<file path="src/rtl/video_burst_responder.sv">
//------------------------------------------------------------------------------
// Module      : video_burst_responder
// Description : Two-port video burst arbiter; fetches one 64-bit block per
//               burst and streams it back as four wrapped 16-bit words.
// Revision    : 1.0 - initial release
//------------------------------------------------------------------------------
`default_nettype none

module video_burst_responder #(
  parameter int ROUND_ROBIN = 1
) (
  input  logic        clk,
  input  logic        reset,
  input  logic        req0_as,
  input  logic        req1_as,
  input  logic [21:0] req0_address,
  input  logic [21:0] req1_address,
  output logic [15:0] rsp0_data,
  output logic [15:0] rsp1_data,
  output logic        rsp0_burstdata_valid,
  output logic        rsp1_burstdata_valid,
  output logic        rsp0_bus_ack,
  output logic        rsp1_bus_ack,
  output logic        mem_req,
  output logic [18:0] mem_addr,
  input  logic        mem_ready,
  input  logic [63:0] mem_rdata,
  input  logic        mem_rvalid
);

  typedef enum logic [1:0] {
    IDLE     = 2'd0,
    MEM_REQ  = 2'd1,
    MEM_WAIT = 2'd2,
    STREAM   = 2'd3
  } state_t;

  state_t      r_state;
  logic        r_port;
  logic        r_last;
  logic [1:0]  r_off;
  logic [1:0]  r_cnt;
  logic        r_done;
  logic [63:0] r_block;

  logic        w_grant_valid;
  logic        w_grant_port;
  logic [21:0] w_grant_addr;
  logic [1:0]  w_idx;
  logic        w_emit;
  logic        w_emit_last;
  logic [15:0] w_word;
  logic        w_unused;

  // Byte-address bit 0 carries no information for 16-bit words.
  assign w_unused = &{1'b0, req0_address[0], req1_address[0]};

  function automatic logic [15:0] f_pick(input logic [63:0] blk, input logic [1:0] idx);
    logic [15:0] v;
    case (idx)
      2'd0:    v = blk[63:48];
      2'd1:    v = blk[47:32];
      2'd2:    v = blk[31:16];
      default: v = blk[15:0];
    endcase
    return v;
  endfunction

  // Tie-break: port 1 only wins a tie when round-robin is on and port 0 went last.
  always_comb begin
    w_grant_valid = req0_as | req1_as;
    if (req0_as && req1_as) begin
      w_grant_port = (ROUND_ROBIN != 0) ? ~r_last : 1'b0;
    end else begin
      w_grant_port = req1_as;
    end
    w_grant_addr = w_grant_port ? req1_address : req0_address;
  end

  assign w_idx = r_off + r_cnt;

  always_comb begin
    w_emit      = 1'b0;
    w_emit_last = 1'b0;
    w_word      = 16'h0000;
    if (r_state == MEM_WAIT && mem_rvalid) begin
      w_emit = 1'b1;
      w_word = f_pick(mem_rdata, r_off);
    end else if (r_state == STREAM && !r_done) begin
      w_emit      = 1'b1;
      w_word      = f_pick(r_block, w_idx);
      w_emit_last = (r_cnt == 2'd3);
    end
  end

  always_ff @(posedge clk) begin
    if (reset) begin
      r_state              <= IDLE;
      r_port               <= 1'b0;
      r_last               <= 1'b1;
      r_off                <= 2'd0;
      r_cnt                <= 2'd0;
      r_done               <= 1'b0;
      r_block              <= 64'd0;
      mem_req              <= 1'b0;
      mem_addr             <= 19'd0;
      rsp0_data            <= 16'd0;
      rsp1_data            <= 16'd0;
      rsp0_burstdata_valid <= 1'b0;
      rsp1_burstdata_valid <= 1'b0;
      rsp0_bus_ack         <= 1'b0;
      rsp1_bus_ack         <= 1'b0;
    end else begin
      rsp0_burstdata_valid <= w_emit & ~r_port;
      rsp1_burstdata_valid <= w_emit & r_port;
      rsp0_data            <= (w_emit && !r_port) ? w_word : 16'd0;
      rsp1_data            <= (w_emit && r_port) ? w_word : 16'd0;
      rsp0_bus_ack         <= w_emit_last & ~r_port;
      rsp1_bus_ack         <= w_emit_last & r_port;
      r_done               <= w_emit_last;

      case (r_state)
        IDLE: begin
          if (w_grant_valid) begin
            r_port   <= w_grant_port;
            r_last   <= w_grant_port;
            r_off    <= w_grant_addr[2:1];
            mem_req  <= 1'b1;
            mem_addr <= w_grant_addr[21:3];
            r_state  <= MEM_REQ;
          end
        end
        MEM_REQ: begin
          if (mem_ready) begin
            mem_req <= 1'b0;
            r_state <= MEM_WAIT;
          end
        end
        MEM_WAIT: begin
          // Word 0 goes out straight from mem_rdata; the rest come from r_block.
          if (mem_rvalid) begin
            r_block <= mem_rdata;
            r_cnt   <= 2'd1;
            r_state <= STREAM;
          end
        end
        STREAM: begin
          if (r_done) begin
            r_cnt   <= 2'd0;
            r_state <= IDLE;
          end else begin
            r_cnt <= r_cnt + 2'd1;
          end
        end
        default: r_state <= IDLE;
      endcase
    end
  end

endmodule

`default_nettype wire

</file>
<file path="config.mk">
export PLATFORM = sky130hd
export DESIGN_NAME = video_burst_responder
export DESIGN_NICKNAME = d
export VERILOG_FILES = /design/src/rtl/video_burst_responder.sv
export SDC_FILE = /design/constraint.sdc
export NUM_CORES = 1
export LEC_CHECK = 0
export ABC_CLOCK_PERIOD_IN_PS = 4800
export BUFFER_PORTS_ARGS = -buffer_cell sky130_fd_sc_hd__buf_2
export CAP_MARGIN = 20
export CORE_ASPECT_RATIO = 0.7
export CORE_MARGIN = 3
export CORE_UTILIZATION = 52
export CTS_CLUSTER_SIZE = 25
export DETAILED_ROUTE_END_ITERATION = 16
export GPL_TIMING_DRIVEN = 0
export PLACE_DENSITY = 0.77
export REMOVE_ABC_BUFFERS = 1
export SLEW_MARGIN = 10
export SYNTH_ARGS = -nofsm -noshare
export SYNTH_HDL_FRONTEND = slang
export SYNTH_SLANG_ARGS = --single-unit
</file>
<file path="constraint.sdc">
create_clock -name clk -period 4.8 [get_ports clk]
set_input_delay 0.72 -clock clk [delete_from_list [all_inputs] [get_ports clk]]
set_output_delay 0.72 -clock clk [all_outputs]
set_load 0.02 [all_outputs]
</file>
== Word-level counts from Yosys, hierarchy flattened ==
Index checks and enable logic that the tools add are counted.
Widths: inputs -> output; s select.
Storage, ports and cells
  output and inout bits: 56
  bits of input ports: 114
  flip-flop bits (word level): 129
Operators by class
  equal/unequal tests: 12
  add/subtract/negate cells: 2
  reductions and logical operators: 19
  multiplexer cells: 21
  bitwise gates (word level): 9
Operator list (count)
  $pmux 16 s3: 2
  $mux 16: 2
  $mux 22: 1
  $mux 2: 6
  $eq 2x2->1 const B: 5
  $ne 2x2->1 const B: 4
  $pmux 2 s4: 1
  $mux 1: 7
  $eq 2x1->1 const B: 3
  $logic_not 2->1: 3
  $reduce_and 2->1: 3
  $logic_and 1x1->1: 5
  $and 1x1->1: 4
  $not 1->1: 4
  $pmux 2 s2: 1
  $reduce_and 4->1: 1
  $reduce_bool 2->1: 2
  $reduce_or 2->1: 2
  $reduce_and 3->1: 1
  $add 2x1->2 const B: 1
  $add 2x2->2: 1
  $logic_not 1->1: 2
  $pmux 1 s2: 1
  $or 1x1->1: 1

== Depth between registers and ports, before layout ==
  word-level depth: 7
  gate-level depth with buffers: 8

== Least setup slack after synthesis ==
Ideal clock, no wire load.
  kind: input port to flip-flop
  from: input port req1_as
  to: register mem_addr[10]
  stages: 4
  buffers on the path: 1
  slack: 3.070 ns
  arrival time: 1.592 ns
  path through: a21boi_1 -> buf_2 -> mux2i_1 -> a211oi_1
Between the ends
  cells in the longest elaborated chain, start to end: 3
  elaborated cells between the ends (all ways): 5
  classes of those cells: mux: 2; bitwise: 1; reduce/logical: 2
Ends and longest elaborated chain
  from (decl): line 15  | input logic req1_as,
  $logic_and 1x1->1: line 72  | if (req0_as && req1_as) begin
  $mux 1: line 72
  $mux 22: line 77  | w_grant_addr = w_grant_port ? req1_address : req0_address;
  to (signal assigned): line 129  | mem_addr <= w_grant_addr[21:3];
  to (decl): line 25  | output logic [18:0] mem_addr,
Several ways; a longest one is shown, not always the timed one.
A chain may end at the register's enable or synchronous reset.

== Worst setup path after layout ==
  from: register r_state[0]
  to: register rsp0_data[0]
Between the ends
  cells in the longest elaborated chain, start to end: 7
  elaborated cells between the ends (all ways): 11
  classes of those cells: eq/ne: 2; mux: 4; bitwise: 1; reduce/logical: 4
Ends and longest elaborated chain
  from (decl): line 38  | state_t r_state;
  from (signal assigned): line 98  | r_state <= IDLE;
  from (signal assigned): line 130  | r_state <= MEM_REQ;
  from (signal assigned): line 136  | r_state <= MEM_WAIT;
  $eq 2x2->1: line 89  | end else if (r_state == STREAM && !r_done) begin
  $logic_and 1x1->1: line 89
  $mux 1: line 89
  $mux 1: line 86  | if (r_state == MEM_WAIT && mem_rvalid) begin
  $logic_and 1x1->1: line 116  | rsp0_data <= (w_emit && !r_port) ? w_word : 16'd0;
  $not 1->1 (no line)
  $reduce_or 2->1 (no line)
  to (signal assigned): line 116
  to (decl): line 18  | output logic [15:0] rsp0_data,
Several ways; a longest one is shown, not always the timed one.

==> reports/metrics.cfg <==
[layout]
final_cell_mix = buf_2 (166), nand2_1 (141), dfxtp_1 (128)
diodes = 0
nets = 917
layout.cells.most_common = buf_2
drive_above_1_share = 0.273
finalNonFillerCells = 954
syn_to_final_growth_pct = 25.8
nFillCells = 816

[detailed_routing]
drc_errors = 0
viasPerCell = 5.45
final_antenna_net_count = 0
first_pass_iters = 5
wirelength_um = 14900
drt-initial-drc-count = 431
wire_per_inst_um = 15.6
routed-via-count = 5200

[setup_path]
crit_buf_inv = 2
cp_slowest_stage_delay_ns = 0.70
crit_arrival_ns = 2.95
critPathKind = register to register
crit_required_ns = 5.05
crit_fanout = 35
slowest_stage = nand2b_1
regToRegSetupSlack_ns = 2.09
crit_path_end_kind = register
crit_path_start_kind = register
path_cells = inv_1 -> ha_1 -> nand2_2 -> buf_12 -> a21oi_1 -> nand2b_1 -> nor2_1
worst_path_dominant_cell_family = simple AND/OR/NAND/NOR gates

[clock_network]
cts_buffers = 17
clock_latency_ns = 0.40
htreeDepth = 4
root_buffer = clkbuf_16
postCtsHoldBufs = 0
clock-sinks = 129
cts_resized = 0
cts_buffer_depth = 2
cts_tree = done
clk_pin_slew_worst_paths_ns = 0.05
post_cts_buffers = 0

[timing]
clock.fmax_mhz = 370
hold_viol_final = 0
holdWs_ns = 0.453
tightestPinTransition_ns = 1.09
tns_ns = 0
maxSlewViolCount = 0
fin_ws_ns = 2.09
slew_headroom = 0.269
rsz0062_at_grt = no
min_period_ns = 2.71
worst_clock_skew_ns = 0.00892
finalCritPeriodShare = 0.564
setup_viol = 0

[placement]
pre_cts_ws_ns = 2.04
io_buffers = 167
dpl.cell_count = 925
hpwl_um = 10100
gp_congestion = 0.798

[power_and_ir_drop]
p_int_mw = 2.45
combPwrFrac = 0.311
p_sw_mw = 1.20
power.total_mw = 3.65
ir_worst_vdd_mv = 0.304
pwr-share-seq = 0.352
p_leak_nw = 2.88
p_sw_frac = 0.328
power_density_nw_per_um2 = 509
p_clk_frac = 0.337

[grt]
globalRouteOverflowTotal = 0
grt_pass1_wl_um = 23500
grt_pass1_vias = 4995
grt_antenna_before_repair = 0
grt_start_max_net_pins = 83
grtUsageTotal = 0.243

[synth]
yosysTopAreaCell = dfxtp_1
synth_edf_count = 0
synthTopCellsByArea = dfxtp_1 (45%), mux2i_1 (9.7%), nand2_1 (9.4%), a21oi_1 (6.1%), nor2_1 (4.6%)
netlist_instances = 658
synth_area_sq_um = 5700
synth.avg_cell_area_sq_um = 8.66
synth_cell_type_count = 34
synth-seq-area-share = 0.453
yosys.area.top_type_share = 0.453
synth_ff_type = dfxtp_1
async_flop_share = 0
ys_ff_latch = 129
yosysWarningCount = 0

[die]
rows = 31
die_w_um = 131
core_area_sq_um = 10500
io_pins = 170
die-area_sq_um = 12300
die_h_um = 93.6
start_util = 0.542

[status]
status = complete, no violations

[run]
maxCapViolCount = 0

[hold_path]
hold_class = register to register

[stage by stage]
stage	instance area, sq um	util
2_1_floorplan	5460	-
3_3_place_gp	6480	0.617
3_5_place_dp	6610	0.629
4_1_cts	7170	0.682
5_1_grt	7170	0.682
6_report	7170	0.682
[power by group through the flow]
stage | sequential, mW | clock (mW) | combinational [mW]
final | 1.29 | 1.23 | 1.13
after CTS | 1.29 | 1.25 | 1.13
after global placement | 1.33 | 0 | 1.03
after floorplan | 1.38 | 0 | 0.683
after global routing | 1.30 | 1.29 | 1.24
after detailed placement | 1.31 | 0 | 1.13
[metal layers]
metal / global-route usage / share of wire / wire length (um)
met5: 0 / 0 / 0
met4: 0.0925 / 0.015 / 216
met3: 0.0731 / 0.074 / 1100
met2: 0.387 / 0.47 / 7050
met1: 0.308 / 0.44 / 6510
[worst min-delay path, stage by stage, from the launching register on]
cell and delay [ns]:
dfxtp_1 0.30, nand2_1 0.05, a21oi_1 0.05
[cell families (layout without fill, tap and decap cells)]
family | after synthesis | count (layout) | synth area share
muxes | 65 | 65 | 0.136
adders and majority gates | 7 | 7 | 0.0154
xor gates and xnor gates | 1 | 1 | 0.00417
DFF | 129 | 129 | 0.453
and+or+nand+nor | 237 | 237 | 0.168
buffers and inverters | 70 | 218 | 0.0518
AOI/OAI and AO/OA | 149 | 149 | 0.171
[cells in the mapped netlist, drive strengths merged, types with 2 or more instances]
cell / count
nand2: 142
dfxtp: 129
nor2: 70
a21oi: 69
mux2i: 55
clkbuf: 36
a211oi: 22
o22ai: 22
buf: 17
inv: 17
nand2b: 15
a311oi: 11
o221ai: 11
mux4: 10
ha: 7
a22oi: 5
nor2b: 3
and2: 2
o21ai: 2
[state kept, by name, indices dropped and copies added (netlist names), 2 cells and up]
signal     flops
rsp1_data     16
r_state        2
r_block       64
r_cnt          2
rsp0_data     16
mem_addr      19
r_off          2
[area by class of cell]
| class | instances | area [sq um] | area share |
|---|---|---|---|
| repair buffers | 172 | 941 | 0.131 |
| flip-flops and latches | 129 | 2580 | 0.361 |
| clock buffers | 21 | 440 | 0.0615 |
| inverters | 17 | 63.8 | 0.00890 |
| multi-input cells | 459 | 2840 | 0.396 |
| well taps | 148 | 185 | 0.0258 |
| clock inverters | 8 | 115 | 0.0161 |
[path summary, 6_finish.rpt]
kind / start / to / cells after the start
min reg2reg: r_block[8]$_SDFFE_PP0N_ / r_block[8]$_SDFFE_PP0N_ / 2
max: r_state[0]$_SDFFE_PP0P_ / rsp0_data[0]$_SDFF_PP0_ / 7
min: r_block[8]$_SDFFE_PP0N_ / r_block[8]$_SDFFE_PP0N_ / 2
max reg2reg: r_state[0]$_SDFFE_PP0P_ / rsp0_data[0]$_SDFF_PP0_ / 7
No activity file was read; power rests on OpenSTA's default activity.
